[config.mk]
export PLATFORM = sky130hd
export DESIGN_NAME = iter_div_ctrl_flat
export DESIGN_NICKNAME = d
export VERILOG_FILES = /design/src/rtl/iter_div_ctrl_if.sv /design/src/rtl/iter_div_ctrl.sv /design/src/flat_wrapper.sv
export SDC_FILE = /design/constraint.sdc
export NUM_CORES = 1
export LEC_CHECK = 0
export CAP_MARGIN = 20
export CELL_PAD_IN_SITES_DETAIL_PLACEMENT = 0
export CELL_PAD_IN_SITES_GLOBAL_PLACEMENT = 1
export CORE_MARGIN = 2
export CORE_UTILIZATION = 35
export DETAILED_ROUTE_END_ITERATION = 10
export GPL_ROUTABILITY_DRIVEN = 0
export MAX_ROUTING_LAYER = met4
export PLACE_DENSITY_LB_ADDON = 0.1
export SETUP_SLACK_MARGIN = 0.02
export SYNTH_ARGS = -nofsm -noshare
export SYNTH_HDL_FRONTEND = slang
export SYNTH_SLANG_ARGS = --single-unit
[constraint.sdc]
create_clock -name clk -period 2.18 [get_ports clk]
set_input_delay 0.436 -clock clk [delete_from_list [all_inputs] [get_ports clk]]
set_output_delay 0.436 -clock clk [all_outputs]
set_load 0.01 [all_outputs]
[src/rtl/iter_div_ctrl_if.sv]
// Operand/result handshake bundle for the iterative divider.
// The producer/consumer side uses master; the divider uses slave.
interface iter_div_ctrl_if #(
  parameter int WIDTH = 8
);
  logic             in_valid;
  logic             in_ready;
  logic [WIDTH-1:0] dividend;
  logic [WIDTH-1:0] divisor;
  logic             out_valid;
  logic             out_ready;
  logic [WIDTH-1:0] quotient;
  logic [WIDTH-1:0] remainder;
  logic             div_by_zero;

  modport master (
    output in_valid, dividend, divisor, out_ready,
    input  in_ready, out_valid, quotient, remainder, div_by_zero
  );

  modport slave (
    input  in_valid, dividend, divisor, out_ready,
    output in_ready, out_valid, quotient, remainder, div_by_zero
  );
endinterface

[src/rtl/iter_div_ctrl.sv]
// Unsigned restoring divider: one quotient bit per cycle, WIDTH steps,
// IDLE/BUSY/DONE handshake control with results gated to zero outside DONE.
module iter_div_ctrl #(
  parameter int WIDTH = 8
) (
  input  logic           clk,
  input  logic           rst_n,
  iter_div_ctrl_if.slave bus
);
  localparam int AW = WIDTH + 1;
  localparam int CW = $clog2(WIDTH);

  typedef enum logic [1:0] {
    IDLE = 2'd0,
    BUSY = 2'd1,
    DONE = 2'd2
  } state_t;

  state_t           state_r;
  state_t           state_nxt_s;
  logic [AW-1:0]    acc_r;
  logic [WIDTH-1:0] q_r;
  logic [WIDTH-1:0] d_r;
  logic [CW-1:0]    count_r;
  logic             dz_r;
  logic             rdy_en_r;

  logic             accept_s;
  logic             release_s;
  logic             last_step_s;
  logic [AW:0]      shift_s;
  logic             ge_s;
  logic [AW-1:0]    acc_nxt_s;

  logic             in_ready_s;
  logic             out_valid_s;
  logic [WIDTH-1:0] quotient_s;
  logic [WIDTH-1:0] remainder_s;
  logic             dz_out_s;

  assign accept_s    = bus.in_valid & in_ready_s;
  assign release_s   = out_valid_s & bus.out_ready;
  assign last_step_s = (count_r == CW'(WIDTH - 1));

  // Restoring step: shift the next dividend bit into the partial remainder, then trial-subtract.
  always_comb begin
    shift_s = {acc_r, q_r[WIDTH-1]};
    ge_s    = (shift_s >= {2'b00, d_r});
    if (ge_s) begin
      acc_nxt_s = AW'(shift_s - {2'b00, d_r});
    end else begin
      acc_nxt_s = shift_s[AW-1:0];
    end
  end

  // State register.
  always_ff @(posedge clk or negedge rst_n) begin
    if (!rst_n) begin
      state_r <= IDLE;
    end else begin
      state_r <= state_nxt_s;
    end
  end

  // Next-state logic.
  always_comb begin
    state_nxt_s = state_r;
    case (state_r)
      IDLE:    if (accept_s) state_nxt_s = BUSY; else state_nxt_s = IDLE;
      BUSY:    if (last_step_s) state_nxt_s = DONE; else state_nxt_s = BUSY;
      DONE:    if (release_s) state_nxt_s = IDLE; else state_nxt_s = DONE;
      default: state_nxt_s = IDLE;
    endcase
  end

  // Datapath registers; ready is held off until the first edge after reset release.
  always_ff @(posedge clk or negedge rst_n) begin
    if (!rst_n) begin
      acc_r    <= '0;
      q_r      <= '0;
      d_r      <= '0;
      count_r  <= '0;
      dz_r     <= 1'b0;
      rdy_en_r <= 1'b0;
    end else begin
      rdy_en_r <= 1'b1;
      case (state_r)
        IDLE: begin
          if (accept_s) begin
            acc_r   <= '0;
            q_r     <= bus.dividend;
            d_r     <= bus.divisor;
            count_r <= '0;
            dz_r    <= (bus.divisor == '0);
          end
        end
        BUSY: begin
          acc_r   <= acc_nxt_s;
          q_r     <= {q_r[WIDTH-2:0], ge_s};
          count_r <= count_r + CW'(1);
        end
        default: begin
        end
      endcase
    end
  end

  // Output decode from state and datapath registers.
  always_comb begin
    in_ready_s  = 1'b0;
    out_valid_s = 1'b0;
    quotient_s  = '0;
    remainder_s = '0;
    dz_out_s    = 1'b0;
    case (state_r)
      IDLE: in_ready_s = rdy_en_r;
      DONE: begin
        out_valid_s = 1'b1;
        quotient_s  = q_r;
        remainder_s = acc_r[WIDTH-1:0];
        dz_out_s    = dz_r;
      end
      default: begin
      end
    endcase
  end

  assign bus.in_ready    = in_ready_s;
  assign bus.out_valid   = out_valid_s;
  assign bus.quotient    = quotient_s;
  assign bus.remainder   = remainder_s;
  assign bus.div_by_zero = dz_out_s;
endmodule
[src/flat_wrapper.sv]
// flat-port wrapper written by rule: the top's interface ports become plain ports
module iter_div_ctrl_flat 
#(
  parameter int WIDTH = 8
)
  (clk, rst_n, bus_in_valid, bus_dividend, bus_divisor, bus_out_ready, bus_in_ready, bus_out_valid, bus_quotient, bus_remainder, bus_div_by_zero);
  iter_div_ctrl_if #(.WIDTH(WIDTH)) bus_i ();
  input  logic clk;
  input  logic rst_n;
  input wire logic [$bits(bus_i.in_valid)-1:0] bus_in_valid;
  input wire logic [$bits(bus_i.dividend)-1:0] bus_dividend;
  input wire logic [$bits(bus_i.divisor)-1:0] bus_divisor;
  input wire logic [$bits(bus_i.out_ready)-1:0] bus_out_ready;
  output wire logic [$bits(bus_i.in_ready)-1:0] bus_in_ready;
  output wire logic [$bits(bus_i.out_valid)-1:0] bus_out_valid;
  output wire logic [$bits(bus_i.quotient)-1:0] bus_quotient;
  output wire logic [$bits(bus_i.remainder)-1:0] bus_remainder;
  output wire logic [$bits(bus_i.div_by_zero)-1:0] bus_div_by_zero;
  assign bus_i.in_valid = bus_in_valid;
  assign bus_i.dividend = bus_dividend;
  assign bus_i.divisor = bus_divisor;
  assign bus_i.out_ready = bus_out_ready;
  assign bus_in_ready = bus_i.in_ready;
  assign bus_out_valid = bus_i.out_valid;
  assign bus_quotient = bus_i.quotient;
  assign bus_remainder = bus_i.remainder;
  assign bus_div_by_zero = bus_i.div_by_zero;
  iter_div_ctrl #(.WIDTH(WIDTH)) u_core (.clk(clk), .rst_n(rst_n), .bus(bus_i));
endmodule
== Word level (Yosys, flattened, before mapping) ==
Cells that the tools add are included.

* Bits in registers: 32
* Bits of input ports: 20
* Output and inout port bits: 19
* Word-level logic and storage cells: 37

* Add/subtract/negate cells: 2
* Magnitude comparators: 1
* Eq/ne operators: 4
* Multiplexer cells: 16
* Bitwise gates (word level): 2
* Reduce and logical (&&, ||, !) cells: 5

{| class="wikitable"
|+ Operators by type and width
! kind !! count
|-
| $mux 8 || 3
|-
| $mux 9 || 2
|-
| $pmux 9 s2 || 1
|-
| $pmux 8 s2 || 1
|-
| $ge 10x8->1 || 1
|-
| $sub 9x8->9 || 1
|-
| $logic_not 8->1 || 1
|-
| $pmux 2 s3 || 1
|-
| $pmux 3 s2 || 1
|-
| $mux 1 || 4
|-
| $mux 2 || 2
|-
| $reduce_and 2->1 || 2
|-
| $add 3x1->3 const B || 1
|-
| $eq 3x3->1 const B || 1
|-
| $mux 3 || 1
|-
| $and 1x1->1 || 2
|-
| $eq 2x1->1 const B || 1
|-
| $eq 2x2->1 const B || 1
|-
| $logic_not 2->1 || 1
|-
| $ne 2x1->1 const B || 1
|-
| $reduce_bool 2->1 || 1
|}

== Logic depth before layout (Yosys ltp) ==
Gate-level depths: netlist (run 1).

* Depth in word-level cells: 5
* Mapped depth: 9
* Gate-level depth less buffers: 8

== Worst setup path before layout (run 1) ==
OpenSTA, ideal clock, no wires.

* Path kind: register to register
* Start: reg u_core.q_r[7]
* End: reg u_core.acc_r[2]
* Setup time: 0.126 ns
* Arrival: 1.961 ns
* Data required time: 2.054 ns
* Slack: 0.093 ns
* Cell stages (with the launch flop): 10
* Buffers on the path: 1
* Clock period less this slack: 2.087 ns
* Path through: dfrtp_1 inv_1 ha_1 fa_1 nand2b_1 a21o_1 a21oi_1 buf_2 nor3_1 a221o_1

* Word-level cells in the longest chain between the ends: 3

{| class="wikitable"
|+ Ends and longest elaborated chain
! item !! RTL line !! text
|-
| start: declaration || iter_div_ctrl.sv:22 || <nowiki>logic [WIDTH-1:0] q_r;</nowiki>
|-
| start signal: assignment || iter_div_ctrl.sv:91 || <nowiki>q_r <= bus.dividend;</nowiki>
|-
| start signal: assignment || iter_div_ctrl.sv:99 || <nowiki>q_r <= {q_r[WIDTH-2:0], ge_s};</nowiki>
|-
| $sub 9x8->9 or $ge 10x8->1 (tied branches) || iter_div_ctrl.sv:50, iter_div_ctrl.sv:48 ||
|-
| $mux 9 * || iter_div_ctrl.sv:49 || <nowiki>if (ge_s) begin</nowiki>
|-
| $pmux 9 s2 * || iter_div_ctrl.sv:87 || <nowiki>case (state_r)</nowiki>
|-
| end signal: assignment || iter_div_ctrl.sv:98 || <nowiki>acc_r <= acc_nxt_s;</nowiki>
|-
| end: declaration || iter_div_ctrl.sv:21 || <nowiki>logic [AW-1:0] acc_r;</nowiki>
|}

Every way passes the cells marked *; elsewhere a longest branch is shown, timed or not.
A chain may end at the register's enable or synchronous reset.

== Worst setup path in the final report (run 1) ==
* Start: reg u_core.state_r[0]
* End: out bus_quotient[0]

* Word-level cells in the longest chain between the ends: 2

{| class="wikitable"
|+ Ends and longest elaborated chain
! item !! RTL line !! text
|-
| start: declaration || iter_div_ctrl.sv:19 || <nowiki>state_t state_r;</nowiki>
|-
| start signal: assignment || iter_div_ctrl.sv:61 || <nowiki>state_r <= state_nxt_s;</nowiki>
|-
| $eq 2x2->1 || iter_div_ctrl.sv:115 || <nowiki>case (state_r)</nowiki>
|-
| $mux 8 || iter_div_ctrl.sv:115 ||
|-
| end: declaration || flat_wrapper.sv:16 || <nowiki>output wire logic [$bits(bus_i.quotient)-1:0] bus_quotient;</nowiki>
|}

Every way passes these cells.

==> results.txt, run 1 <==
Status -> completed
Post-Synthesis Cells -> 235
Drt pass-1 iters -> 4
Crit path cell chain -> nor2b_4 > buf_4 > and2_1 > clkdlybuf4s50_1
Crit start category -> flop
CP max stage cell -> clkdlybuf4s50_1
Peak Freq -> 479 MHz
Tmin final -> 2.09 ns
Most common cell after layout, fill and taps aside -> nand2_1
Max-slew violation count -> 0
Port Buffer Count -> 38
Initial core utilization -> 36.4%
Clock buffer depth -> 2
Initial antenna violation count -> 0
Register bit total from synthesis -> 32
Internal power -> 2.63 mW
Power Density -> 1640 nW/um^2
I/O pin cnt -> 39
Psw -> 1.98 mW
Post-synth top area share -> 39.7%
Die X -> 80.0 um
DRT antenna net count -> 0
Root Buffer -> clkbuf_8
Share of cells above drive strength 1 -> 18.4%
CP peak stage delay -> 0.53 ns
Die ar. -> 6390 sq um
CP Data Arrival Time -> 1.65 ns
Crit path capture type -> output pin
Die H -> 80.0 um
Synth warn -> 0
CTS tree -> built
# DRC -> 0
Setup Crit Path Kind -> reg -> out
Max FO, Critical Path -> 7
Setup TNS -> 0 ns
Post-Route WL -> 5.19 mm
Area after DPL -> 2580 sq um
Post-synthesis sequential area ratio -> 39.7%
Total number of vias -> 1789
Routed WL per cell -> 14.2 um
Post-synth EDFFs -> 0
Design Area, Final -> 2800 sq um
HPWL after DPL -> 3.71 mm
Netlist cell types -> 44
Nets -> 324
RSZ-0062 raised after global routing -> false
Sequential share of power -> 23.4%
CTS clk-pin slew, worst paths -> 0.08 ns
Leading area contributor after synthesis -> dfrtp_1
Total gr overflow -> 0
Number of global-route vias before repair -> 1823
Rows -> 27
Main synth FF type -> dfrtp_1
Syn-to-layout area delta -> 38.8%
Antenna cells -> 0
Top Family by Delay on Critical Path -> buffers and inverters
Worst-skew pair later-pin latency -> 0.29 ns
Max-Cap Viols -> 0
H-tree level count -> 2
Total GRT Usage -> 18.1%
Buffer and inverter count on the worst path -> 2
Final Hold Viols -> 0
Synth Net Count -> 266
Ys async rst share -> 100%
Comb pwr share -> 64.0%
Synthesized area per cell -> 8.59 sq um
Largest net degree at the start of global routing -> 33
Critical Path RT -> 1.74 ns
Initial DRC count -> 59
Final setup fails -> 0
First-pass GRT wire length -> 8.68 mm
HP Class -> reg -> reg
Final Skew -> 0.00471 ns
Final Cycle Share -> 95.8%
Ranking of synthesized cells by area -> dfrtp_1 40%, nand2_1 7.6%, ha_1 6.2%, and2_1 5.6%, o21ai_0 3.5%
Switching part of the total -> 43.0%
Post-Synthesis Cell Area -> 2020 sq um
Leak pwr -> 1.38 nW
Core ar. -> 5540 sq um
Share of total power in the clock network -> 12.7%
TritonCTS buffer count -> 5
Highest-count cells in the layout ignoring fill and taps -> 41 x nand2_1, 32 x dfrtp_1, 30 x clkdlybuf4s50_1
Max VDD drop -> 0.570 mV
CTS Sinks -> 32
DR vias/cell -> 4.89
## synthesized netlist by cell type, drive strengths merged (2+ instances only)
master,count
mux2i,5
nand3,7
nand2,41
a21oi,7
o211ai,5
buf,4
nor3,4
nand4,2
a211oi,2
xnor2,2
nand2b,4
nor4,2
inv,13
o31a,2
o21ai,21
or2,2
and2,18
a22o,3
or3,3
a221o,2
clkbuf,10
ha,10
nor2,15
a21o,3
a31oi,4
dfrtp,32
nor2b,2
## final cells by class
| cell class | instances | area (sq um) |
|---|---|---|
| Timing Repair Buffer | 65 | 604 |
| Clock inverter | 3 | 42.5 |
| Tap cell | 72 | 90.1 |
| Clock buffer | 5 | 68.8 |
| Sequential cell | 32 | 801 |
| Inverter | 13 | 48.8 |
| Multi-Input combinational cell | 176 | 1150 |
| Fill cell | 569 | 2740 |
## power groups by stage
stage	Combinational [mW]	Clock (mW)	Sequential [mW]
after CTS	2.80	0.603	1.08
after global placement	2.75	0	1.09
after detailed placement	2.75	0	1.09
after global routing	3.33	0.626	1.12
final	2.95	0.583	1.08
after floorplan	1.96	0	1.04
## registers in the layout, indices dropped and copies added (netlist names)
signal	count
u_core.acc_r	9
u_core.d_r	8
u_core.q_r	8
u_core.count_r	3
u_core.state_r	2
u_core.dz_r	1
u_core.rdy_en_r	1
## cells by family (layout without fill, tap and decap cells)
logic type               count (synthesis)  after routing  share of synthesized area [%]
buffers and inverters                   27             86                           5.89
AO/OA/AOI/OAI                           54             54                           18.8
XOR/XNOR                                 3              3                           1.30
AND/OR/NAND/NOR                        102            102                           24.5
adder cells (fa/ha/maj)                 11             11                           7.19
flip-flops                              32             32                           39.7
multiplexers                             5              5                           2.48
other                                    1              1                          0.186
## worst min-delay path, cell delays in order, from the launching register on
cell,delay (ns)
dfrtp_1,0.35
nand2_1,0.05
nand2_1,0.05
## routing by layer
| layer | vias up | GRT usage, % | part of all wire [%] |
|---|---|---|---|
| met5 | - | - | 0 |
| met4 | 0 | 5.59 | 0.98 |
| met3 | 5 | 3.05 | 2.9 |
| met2 | 25 | 28.9 | 47 |
| met1 | 834 | 23.6 | 49 |
| li1 | 925 | - | - |
## stage by stage
step	power, mW	util [%]	cells	setup WS, ns	hold slack, ns
after floorplan	3.00	-	235	0.0934	0.140
after global placement	3.84	46.7	353	0.0691	0.472
after detailed placement	3.84	46.7	353	0.0620	0.477
after CTS	4.48	49.2	364	0.0419	0.502
after global routing	5.08	50.6	366	0.0197	0.522
final	4.61	50.6	366	0.0909	0.490
## what timing repair did
item                       4_1_cts  5_1_grt
buffers inserted                 2        1
pin swaps                        0        3
setup endpoints to repair       13       18
cloned                           1        1
hold buffers                     0        0
resized for setup                4       21
## worst paths after layout
check	slack, ns	startpoint	endpoint	cells after the start
hold reg to reg	0.49	u_core.dz_r	u_core.dz_r	2
setup reg to reg	0.11	u_core.d_r[5]	u_core.acc_r[4]	7
max in group asynchronous	1.33	rst_n	u_core.rdy_en_r	2
min in group asynchronous	0.55	rst_n	u_core.d_r[3]	2
hold / removal	0.49	u_core.dz_r	u_core.dz_r	2
setup / recovery	0.09	u_core.state_r[0]	bus_quotient[0]	4
Power figures use the tool's default switching activity.
==> run 2: changes to the inputs <==
--- a/config.mk
+++ b/config.mk
@@ -13,7 +13,7 @@
 export DETAILED_ROUTE_END_ITERATION = 10
 export GPL_ROUTABILITY_DRIVEN = 0
 export MAX_ROUTING_LAYER = met4
-export PLACE_DENSITY_LB_ADDON = 0.1
+export PLACE_DENSITY = 0.84
 export SETUP_SLACK_MARGIN = 0.02
 export SYNTH_ARGS = -nofsm -noshare
 export SYNTH_HDL_FRONTEND = slang
==> run 2 against run 1 <==
Net effect: via count shrank 1.8%; wire length shrank 4.6%; clock power shrank 24%; die area is the same; combinational power shrank 6%; global-route usage shrank 0.84 points; core utilization shrank 2.1 points; non-clock buffer count shrank 9.
==> results.txt, run 2 (synthesis gave the netlist of run 1 again) <==
Min-Delay Startpoint -> u_core.dz_r
Leak pwr -> 1.38 nW
Post-Route WL -> 4.95 mm
Setup Crit Path Kind -> reg -> reg
CP max stage cell -> or3_1
Final setup fails -> 0
Tmin final -> 2.07 ns
Measured slew at the worst slew-check pin -> 0.666 ns
Max VDD drop -> 0.574 mV
Most common cell after layout, fill and taps aside -> nand2_1
Top Family by Delay on Critical Path -> simple AND/OR/NAND/NOR gates
Critical Path RT -> 2.40 ns
Share of cells above drive strength 1 -> 14.4%
HPWL after DPL -> 3.49 mm
Crit path launch -> u_core.d_r[5]
Final Cycle Share -> 95.2%
Crit start category -> flop
Initial antenna violation count -> 0
Relative slew slack -> 55.6%
Hold slack -> 0.479 ns
Worst-skew pair later-pin latency -> 0.29 ns
TritonCTS buffer count -> 5
Die ar. -> 6390 sq um
Initial core utilization -> 36.4%
Max-slew violation count -> 0
Max reg flops -> 9
CTS tree -> built
Post-CTS setup buffer count -> 0
CP Data Arrival Time -> 2.29 ns
Antenna cells -> 0
Drt pass-1 iters -> 4
Buffer and inverter count on the worst path -> 2
Largest registers -> u_core.acc_r x9, u_core.d_r x8, u_core.q_r x8
Crit path cell chain -> inv_1 > ha_2 > a21oi_4 > o21ai_2 > or3_4 > buf_4 > or3_1 > o211ai_2
Peak Freq -> 482 MHz
Total GRT Usage -> 17.3%
Initial DRC count -> 68
Routed WL per cell -> 13.9 um
Total gr overflow -> 0
Largest Register -> u_core.acc_r
Reg-to-Reg Start -> u_core.d_r[5]
H-tree level count -> 2
CTS Sinks -> 32
Final Hold Viols -> 0
Max-Cap Viols -> 0
# DRC -> 0
HP Class -> reg -> reg
Pwr Total -> 4.30 mW
RSZ-0062 raised after global routing -> false
Core ar. -> 5540 sq um
Crit path capture type -> flop
CP peak stage delay -> 0.37 ns
DR vias/cell -> 4.94
DRT antenna net count -> 0
Clock buffer depth -> 2
Die X -> 80.0 um
Port Buffer Count -> 38
Rows -> 27
Power Density -> 1600 nW/um^2
Highest-count cells in the layout ignoring fill and taps -> 41 x nand2_1, 31 x dfrtp_1, 21 x clkdlybuf4s50_1
Largest net degree at the start of global routing -> 33
Status -> completed
I/O pin cnt -> 39
Final Skew -> 0.00583 ns
Syn-to-layout area delta -> 33.1%
CTS clk-pin slew, worst paths -> 0.07 ns
Number of global-route vias before repair -> 1748
Total number of vias -> 1757
Max FO, Critical Path -> 10
First-pass GRT wire length -> 8.22 mm
Die H -> 80.0 um
Nets -> 315
Fillers -> 555
Root Buffer -> clkbuf_8
## run 2: area by class of cell
cell class / instances / area [sq um] / share of cell area, %
inverters: 13 / 48.8 / 1.81
clock inverters: 1 / 5.00 / 0.186
well taps: 72 / 90.1 / 3.35
flip-flops and latches: 32 / 802 / 29.8
repair buffers: 56 / 533 / 19.8
clock buffers: 6 / 72.6 / 2.70
multi-input cells: 176 / 1140 / 42.3
## run 2: metal layers
metal	track usage (%)	vias up	wire length (um)
li1	-	902	-
met3	2.83	7	168
met5	-	-	0
met2	27.6	29	2370
met4	7.12	0	80
met1	21.8	819	2330
## run 2: stage by stage
stage / setup WS, ns / area, sq um / utilization [%] / instances / setup TNS (ns)
floorplan: 0.0934 / 2020 / - / 235 / 0
global placement: -0.00815 / 2540 / 45.8 / 347 / -0.00815
detailed placement: -0.0366 / 2540 / 45.8 / 347 / -0.0366
CTS: 0.0200 / 2630 / 47.5 / 355 / 0
global route: 0.0226 / 2690 / 48.5 / 356 / 0
finish: 0.105 / 2690 / 48.5 / 356 / 0
## run 2: path summary, 6_finish.rpt
kind                                     end  cells after the start  slack [ns]
setup reg to reg             u_core.acc_r[3]                      8        0.11
min in group asynchronous      u_core.q_r[2]                      2        0.54
setup / recovery             u_core.acc_r[3]                      8        0.11
hold reg to reg                  u_core.dz_r                      2        0.48
max in group asynchronous  u_core.state_r[0]                      2        1.31
hold / removal                   u_core.dz_r                      2        0.48
## run 2: worst register-to-register path, cell delays in order, from the launching register on
cell and delay (ns):
dfrtp_1 0.36, inv_1 0.07, ha_2 0.33, a21oi_4 0.20
o21ai_2 0.09, or3_4 0.33, buf_4 0.18, or3_1 0.37
o211ai_2 0.08
## run 2: report_power, final
group / internal, mW / switching (mW) / total, mW / leakage [nW]
clock: 0.217 / 0.228 / 0.445 / 0.0410
sequential: 0.889 / 0.200 / 1.09 / 0.388
combinational: 1.28 / 1.49 / 2.76 / 0.955
## run 2: repair_timing
action | 4_1_cts | 5_1_grt
pin swaps | 0 | 2
resized for setup | 14 | 19
hold buffers | 0 | 0
endpoints found under the setup margin | 12 | 19
gates cloned | 1 | 1
hold endpoints to repair | 0 | 0
==> run 3: changes to the inputs <==
--- a/config.mk
+++ b/config.mk
@@ -12,9 +12,10 @@
 export CORE_UTILIZATION = 35
 export DETAILED_ROUTE_END_ITERATION = 10
 export GPL_ROUTABILITY_DRIVEN = 0
+export HOLD_SLACK_MARGIN = 0.12
 export MAX_ROUTING_LAYER = met4
 export PLACE_DENSITY = 0.84
-export SETUP_SLACK_MARGIN = 0.02
+export SETUP_SLACK_MARGIN = 0.2
 export SYNTH_ARGS = -nofsm -noshare
 export SYNTH_HDL_FRONTEND = slang
 export SYNTH_SLANG_ARGS = --single-unit
==> run 3 against run 2 <==
Net effect: critical path depth did not move; final area rose by 5.1%; sequential cell count did not move; maximum frequency rose by 0.73%; highest routed layer unchanged; total power rose by 12%; global-route usage rose by 0.84 points; count of clock-buffer cells in the layout fell by 1; critical endpoint is now u_core.acc_r[5]; worst hold slack barely moved.
==> results.txt, run 3 (synthesis gave the netlist of run 1 again) <==
Total GRT Usage -> 18.1%
# DRC -> 0
CTS clk-pin slew, worst paths -> 0.07 ns
Max-slew violation count -> 0
Critical Path RT -> 2.33 ns
Tmin final -> 2.06 ns
Max VDD drop -> 0.698 mV
Hold slack -> 0.479 ns
Clock buffer depth -> 2
Nets -> 326
Status -> completed
HPWL after DPL -> 3.62 mm
Largest registers -> u_core.acc_r x9, u_core.d_r x8, u_core.q_r x8
Register Area -> 801 sq um
Largest net degree at the start of global routing -> 33
CTS tree -> built
Crit start category -> flop
Largest Register -> u_core.acc_r
Die H -> 80.0 um
First-pass GRT wire length -> 8.69 mm
Port Buffer Count -> 38
Leak pwr -> 1.28 nW
Root Buffer -> clkbuf_8
Rows -> 27
RSZ-0062 raised after global routing -> true
Peak Freq -> 486 MHz
Final Cycle Share -> 94.5%
Final Skew -> 0.00591 ns
DR vias/cell -> 5.07
Number of global-route vias before repair -> 1879
Initial antenna violation count -> 0
Initial core utilization -> 36.4%
TritonCTS buffer count -> 5
DRT antenna net count -> 0
Final setup fails -> 0
Min-Delay Path Depth -> 2
Measured slew at the worst slew-check pin -> 0.698 ns
Syn-to-layout area delta -> 39.9%
Die X -> 80.0 um
Routed WL per cell -> 14.2 um
Max reg flops -> 9
Most common cell after layout, fill and taps aside -> nand2_1
Worst-skew pair later-pin latency -> 0.29 ns
Setup slack, reg-to-reg -> 0.12 ns
Max-Cap Viols -> 0
Total number of vias -> 1867
H-tree level count -> 2
Final Hold Viols -> 0
Hold_buf cts -> 0
Power Density -> 1710 nW/um^2
Highest-count cells in the layout ignoring fill and taps -> 41 x nand2_1, 32 x dfrtp_1, 24 x buf_4
Share of cells above drive strength 1 -> 23.0%
Max FO, Critical Path -> 8
Core ar. -> 5540 sq um
Post-Route WL -> 5.23 mm
I/O pin cnt -> 39
CTS Sinks -> 32
Area occupied by multi-input gates -> 1210 sq um
Initial DRC count -> 68
Crit path capture type -> flop
Setup Crit Path Kind -> reg -> reg
Die ar. -> 6390 sq um
Setup TNS -> 0 ns
R2r worst-path depth -> 8
Fin util -> 51.0%
Relative slew slack -> 53.5%
HP Class -> reg -> reg
Fillers -> 517
Total gr overflow -> 0
Antenna cells -> 0
CP Data Arrival Time -> 2.21 ns
Drt pass-1 iters -> 4
## run 3: path summary, 6_finish.rpt
| path | startpoint | end |
|---|---|---|
| min in group asynchronous | rst_n | u_core.q_r[2] |
| max in group asynchronous | rst_n | u_core.d_r[2] |
| worst min-delay path | u_core.dz_r | u_core.dz_r |
| worst max register to register | u_core.d_r[0] | u_core.acc_r[5] |
| worst max-delay path | u_core.d_r[0] | u_core.acc_r[5] |
| worst min register to register | u_core.dz_r | u_core.dz_r |
## run 3: worst max-delay path, stage by stage (launching register included)
cell and delay [ns]:
dfrtp_1 0.39, ha_2 0.19, fa_2 0.34, nand2b_4 0.15, a21o_1 0.20, a21oi_4 0.25
buf_6 0.17, o31a_1 0.15, o31ai_2 0.08
## run 3: layout make-up
cell class | instances | share of cell area (%)
multi-input combinational | 176 | 43.0
sequential | 32 | 28.3
timing repair buffer | 67 | 20.7
tap | 72 | 3.19
clock buffer | 5 | 2.44
inverter | 13 | 1.73
clock inverter | 3 | 0.664
## run 3: metal layers
layer  track usage, %  wire, um  share of wire (%)
met3             3.51       183                3.5
met4             4.92        49               0.94
met5                -         0                  0
met2             29.3      2540                 49
met1             23.2      2460                 47
## run 3: timing repair
item / 4_1_cts / 5_1_grt
endpoints found under the setup margin: 29 / 27
pin swaps: 5 / 8
resized for setup: 35 / 34
buffers inserted: 6 / 4
gates cloned: 1 / 0
## run 3: stage by stage
stage | cell area [sq um] | setup slack [ns] | cells | total power, mW
floorplan | 2040 | 0.167 | 235 | 3.05
global placement | 2570 | 0.0838 | 349 | 3.80
detailed placement | 2570 | 0.00556 | 349 | 3.84
CTS | 2760 | 0.165 | 364 | 4.60
global route | 2830 | 0.0460 | 368 | 5.21
finish | 2830 | 0.120 | 368 | 4.83
## run 3: power by group
group | switching (mW) | leakage [nW] | internal [mW]
clock network | 0.243 | 0.0479 | 0.222
logic | 1.68 | 0.841 | 1.60
registers | 0.202 | 0.389 | 0.887
